### src/rtl/fpu_store_pkg.sv
// Shared definitions for the FPU store serializer and the load-side deserializer:
// operand formats, word counts and the transfer state encoding.
package fpu_store_pkg;

    localparam int unsigned WORD_W    = 16;
    localparam int unsigned DATA_W    = 80;
    localparam int unsigned MAX_WORDS = 5;
    localparam int unsigned IDX_W     = 3;

    typedef enum logic [1:0] {
        FMT_FP32  = 2'b00,
        FMT_FP64  = 2'b01,
        FMT_FP80  = 2'b10,
        FMT_INT16 = 2'b11
    } fmt_e;

    typedef enum logic [1:0] {
        IDLE = 2'b00,
        REQ  = 2'b01,
        GAP  = 2'b10
    } state_e;

    // Operand captured at start; held for the whole transfer.
    typedef struct packed {
        fmt_e                fmt;
        logic [DATA_W-1:0]   data;
    } operand_t;

    // Number of 16-bit words occupied by each format.
    function automatic logic [IDX_W-1:0] word_count(input fmt_e f);
        logic [IDX_W-1:0] n;
        n = IDX_W'(2);
        case (f)
            FMT_FP32:  n = IDX_W'(2);
            FMT_FP64:  n = IDX_W'(4);
            FMT_FP80:  n = IDX_W'(5);
            FMT_INT16: n = IDX_W'(1);
            default:   n = IDX_W'(2);
        endcase
        return n;
    endfunction

    // Little-endian word k of a right-justified operand.
    function automatic logic [WORD_W-1:0] word_of(input logic [DATA_W-1:0] d,
                                                  input logic [IDX_W-1:0]  k);
        logic [WORD_W-1:0] w;
        w = '0;
        case (k)
            IDX_W'(0): w = d[15:0];
            IDX_W'(1): w = d[31:16];
            IDX_W'(2): w = d[47:32];
            IDX_W'(3): w = d[63:48];
            IDX_W'(4): w = d[79:64];
            default:   w = '0;
        endcase
        return w;
    endfunction

endpackage

### src/rtl/fpu_store_word_serializer.sv
// Writes one converted FPU result to memory as successive 16-bit little-endian
// words over a req/ack bus, with ack timeout and a single completion pulse.
module fpu_store_word_serializer
    import fpu_store_pkg::*;
#(
    parameter int unsigned ADDR_WIDTH  = 20,
    parameter int unsigned ACK_TIMEOUT = 255
) (
    input  logic                  clk,
    input  logic                  reset,
    input  logic                  start,
    input  logic [1:0]            fmt,
    input  logic [DATA_W-1:0]     data_in,
    input  logic [ADDR_WIDTH-1:0] base_addr,
    output logic                  busy,
    output logic                  done,
    output logic                  bus_error,
    output logic [ADDR_WIDTH-1:0] mem_addr,
    output logic [WORD_W-1:0]     mem_data,
    output logic                  mem_wr_req,
    input  logic                  mem_ack
);

    localparam int unsigned TO_W = (ACK_TIMEOUT < 1) ? 1 : $clog2(ACK_TIMEOUT + 1);

    state_e                state_q;
    operand_t              op_q;
    logic [ADDR_WIDTH-1:0] base_q;
    logic [IDX_W-1:0]      idx_q;
    logic [IDX_W-1:0]      last_q;
    logic [TO_W-1:0]       tmo_q;
    logic                  busy_q;
    logic                  done_q;
    logic                  berr_q;
    logic                  req_q;
    logic [ADDR_WIDTH-1:0] addr_q;
    logic [WORD_W-1:0]     wdata_q;

    logic [TO_W-1:0]       tmo_d;
    logic                  tmo_expired;
    logic [ADDR_WIDTH-1:0] addr_d;

    // Wait-counter increment and expiry; a zero timeout never expires.
    always_comb begin
        tmo_d       = tmo_q + TO_W'(1);
        tmo_expired = (ACK_TIMEOUT != 0) && (tmo_d == TO_W'(ACK_TIMEOUT));
        addr_d      = base_q + ADDR_WIDTH'({idx_q, 1'b0});
    end

    always_ff @(posedge clk) begin
        if (reset) begin
            state_q <= IDLE;
            op_q    <= '0;
            base_q  <= '0;
            idx_q   <= '0;
            last_q  <= '0;
            tmo_q   <= '0;
            busy_q  <= 1'b0;
            done_q  <= 1'b0;
            berr_q  <= 1'b0;
            req_q   <= 1'b0;
            addr_q  <= '0;
            wdata_q <= '0;
        end else begin
            done_q <= 1'b0;
            case (state_q)
                IDLE: begin
                    if (start) begin
                        op_q.fmt  <= fmt_e'(fmt);
                        op_q.data <= data_in;
                        base_q    <= base_addr;
                        last_q    <= word_count(fmt_e'(fmt)) - IDX_W'(1);
                        idx_q     <= '0;
                        tmo_q     <= '0;
                        berr_q    <= 1'b0;
                        addr_q    <= base_addr;
                        wdata_q   <= data_in[WORD_W-1:0];
                        req_q     <= 1'b1;
                        busy_q    <= 1'b1;
                        state_q   <= REQ;
                    end
                end
                REQ: begin
                    // Ack wins over a simultaneous timeout expiry.
                    if (mem_ack) begin
                        req_q <= 1'b0;
                        tmo_q <= '0;
                        if (idx_q == last_q) begin
                            busy_q  <= 1'b0;
                            done_q  <= 1'b1;
                            state_q <= IDLE;
                        end else begin
                            idx_q   <= idx_q + IDX_W'(1);
                            state_q <= GAP;
                        end
                    end else if (tmo_expired) begin
                        req_q   <= 1'b0;
                        tmo_q   <= '0;
                        busy_q  <= 1'b0;
                        done_q  <= 1'b1;
                        berr_q  <= 1'b1;
                        state_q <= IDLE;
                    end else begin
                        tmo_q <= tmo_d;
                    end
                end
                GAP: begin
                    addr_q  <= addr_d;
                    wdata_q <= word_of(op_q.data, idx_q);
                    tmo_q   <= '0;
                    req_q   <= 1'b1;
                    state_q <= REQ;
                end
                default: begin
                    req_q   <= 1'b0;
                    busy_q  <= 1'b0;
                    state_q <= IDLE;
                end
            endcase
        end
    end

    assign busy       = busy_q;
    assign done       = done_q;
    assign bus_error  = berr_q;
    assign mem_addr   = addr_q;
    assign mem_data   = wdata_q;
    assign mem_wr_req = req_q;

endmodule

### config.mk
export PLATFORM = sky130hd
export DESIGN_NAME = fpu_store_word_serializer
export DESIGN_NICKNAME = d
export VERILOG_FILES = /design/src/rtl/fpu_store_pkg.sv /design/src/rtl/fpu_store_word_serializer.sv
export SDC_FILE = /design/constraint.sdc
export NUM_CORES = 1
export LEC_CHECK = 0
export CORE_MARGIN = 3
export CORE_UTILIZATION = 51
export DETAILED_ROUTE_END_ITERATION = 7
export HOLD_SLACK_MARGIN = 0.05
export PLACE_DENSITY = 0.8
export SKIP_CTS_REPAIR_TIMING = 1
export SLEW_MARGIN = 40
export SYNTH_ARGS = -nofsm -noshare
export SYNTH_HDL_FRONTEND = slang
export SYNTH_SLANG_ARGS = --single-unit
export TNS_END_PERCENT = 50
### constraint.sdc
create_clock -name clk -period 3.25 [get_ports clk]
set_input_delay 0.975 -clock clk [delete_from_list [all_inputs] [get_ports clk]]
set_output_delay 0.975 -clock clk [all_outputs]
set_load 0.03 [all_outputs]
==> impl_metrics.tcl <==
set metrics [dict create \
    finClkSkew_ps 6.776 \
    syn-instance-count 859 \
    drt_iter0_drc 912 \
    slew-limit-headroom_pct 48.04 \
    synth.avg_cell_area_um2 7.887 \
    cp-end-kind "flip-flop" \
    syn_area_um2 6775 \
    core_area_um2 12820 \
    synth-edff-count 0 \
    setup_violations 0 \
    hpwl_um 12240 \
    grt_pass1_vias 6186 \
    grt_max_degree 80 \
    wl_um 18720 \
    gp_congestion 0.8204 \
    max_stage_delay_ps 620 \
    routedWlPerCell_um 16.24 \
    htree_levels 4 \
    path_delay_family "compound AO/OA/AOI/OAI gates" \
    ant_nets 0 \
    violations "DRC" \
    max_freq_mhz 392.6 \
    place.port_buffers 145 \
    ys_top_cells_by_area "dfxtp_1 (46%), nand2_1 (12%), a21oi_1 (9.5%)" \
    clock_latency_ps 430 \
    total_power_mw 4.712 \
    rows 41 \
    yosys_warnings 0 \
    hold_violations 0 \
    ir_worst_vdd_uv 330.7 \
    cp_cell_sequence "inv_1, ha_1, and2_1, a222oi_1, o21ai_0, a222oi_1, nor2_1" \
    vias 6585 \
    use_met3_pct 5.408 \
    path_clk_slew_ps 60 \
    synth.mux.area_fraction_pct 0.4986 \
    cts-root-buf "clkbuf_16" \
    finalMaxSlewViolations 0 \
    dieHeight_um 121.3 \
    hp-class "flip-flop to flip-flop" \
    worst-slew-pin-transition_ps 779.4 \
    drc 2 \
    powerDensity_nw_per_um2 529.2 \
    crit_top_cell "a222oi_1" \
    n_antenna_cell 0 \
    grt_overflow 0 \
    outcome "finished, violations left" \
    hold_slack_ps 457.5 \
    yosys.area_share.simple_pct 21.07 \
    num_io_pins 146 \
    synthArstFlopShare_pct 0 \
    cp.arrival_ps 2840 \
    synth_most_common_cell "nand2_1" \
    cts_sinks 155 \
    grtUsageMet2_pct 38.83 \
    grt.total_usage_pct 25.69 \
    grt_antenna_before_repair 0 \
    busiest_layer "met2" \
    cts_tree "done" \
    final.min_clock_period_ps 2547 \
    synthFlopType "dfxtp_1" \
    path_class "flip-flop to flip-flop" \
    power_leakage_nw 3.166 \
    fp.dieArea_um2 14700 \
    gr-usage-met1_pct 35.05 \
    cts_buffer_depth 2 \
    synthAdderAreaFrac_pct 2.142 \
    via_per_inst 5.711 \
    die_w_um 121.3 \
    numCtsBuffers 17 \
    fin_nets 1086 \
    synth_top_area_share_pct 45.80 \
    final_core_util_pct 69.42 \
    syn_nets 976 \
    synth.distinct_cells 54 \
    start_util_pct 52.83 \
    synth_compound_area_share_pct 23.88 \
    grt_pass1_wl_um 30090 \
    ys_ff_latch 155 \
    synthXorXnorAreaFrac_pct 2.068 \
    synth.yosys.seq_area_share_pct 45.80 \
    tns_ps 0 \
    critPathRequiredTime_ps 3540 \
    max_cap_viol_count 0 \
    path_buf_inv 1 \
    yosys-top-cells-count "nand2_1 (225), dfxtp_1 (155), a21oi_1 (129)" \
    fin_crit_sh_pct 78.36 \
    crit_path_top_delay_cell "a222oi_1" \
    yosys.area.top_type "dfxtp_1" \
    dr.pass1.iters 8 \
    synth_top_family_by_area "compound AO/OA/AOI/OAI gates" \
    cp_max_fo 13 \
    start_kind "flip-flop" \
    final_layout_size_suffix_gt1_share_pct 5.810 \
    area_delta_synth_final_pct 31.41 \
    rsz0062_at_grt "no" \
]
[worst reg2reg max path, delay by kind of cell (launching register included)]
kind                     cells  cell delay [ps]
flip-flops                   1              440
buffers and inverters        1              130
AO/OA/AOI/OAI                3             1220
adder cells (fa/ha/maj)      1              230
AND/OR/NAND/NOR              2              390
[sequential cells by signal, summed over array words and instances (netlist names)]
signal      count
mem_data       16
base_q         20
last_q          3
state_q         1
bus_error       1
op_q           80
busy            1
mem_addr       20
done            1
mem_wr_req      1
idx_q           3
tmo_q           8
[cells by family (layout without fill, tap and decap cells)]
logic type | count (synthesis) | after routing
AND/OR/NAND/NOR | 338 | 338
AO/OA/AOI/OAI | 255 | 255
flip-flops | 155 | 155
buffers and inverters | 81 | 203
XOR/XNOR | 16 | 16
adder cells (fa/ha/maj) | 11 | 11
multiplexers | 3 | 3
[layout by cell type (no fill, tap or decap), types with 10 or more instances in the layout]
cell type        count
nor3_1              12
a21oi_1            129
a222oi_1            32
dfxtp_1            154
clkdlybuf4s50_1    144
nand2_1            225
inv_1               14
a22oi_1             19
o21ai_0             31
ha_1                10
nor2_1              50
xnor2_1             13
clkbuf_16           17
buf_4               12
[stage by stage]
step	setup slack (ps)	cells	instance area (um2)
floorplan	790.7	859	6775
global placement	517.3	1122	8322
detailed placement	433.7	1122	8324
CTS	736.1	1153	8902
global route	586.0	1153	8904
finish	703.2	1153	8904
[layer usage]
metal	part of all wire [%]	vias up
li1	-	3233
met1	44	3041
met2	46	273
met3	7.1	38
met4	3.4	0
met5	0	-
[final cells by class]
| cell class | count | area, um2 |
|---|---|---|
| fillers | 1066 | 3921 |
| repair buffers | 158 | 1572 |
| multi-input cells | 623 | 3382 |
| flip-flops and latches | 155 | 3104 |
| well taps | 172 | 215.2 |
| inverters | 14 | 52.55 |
| clock inverters | 11 | 121.4 |
| clock buffers | 20 | 456.7 |
[power by group]
group,internal [mW],switching (mW),total (mW)
Sequential,2.02,0.0806,2.10
Combinational,0.311,0.358,0.668
Clock,1.16,0.782,1.94
[path summary, 6_finish.rpt]
check | end | depth (start not counted) | startpoint | slack, ps
worst min register to register | op_q[51] | 2 | op_q[51] | 460
worst min-delay path | op_q[51] | 2 | op_q[51] | 460
worst max-delay path | mem_data[8] | 7 | idx_q[0] | 700
worst max register to register | mem_data[8] | 7 | idx_q[0] | 700
(Power assumes the default switching activity.)
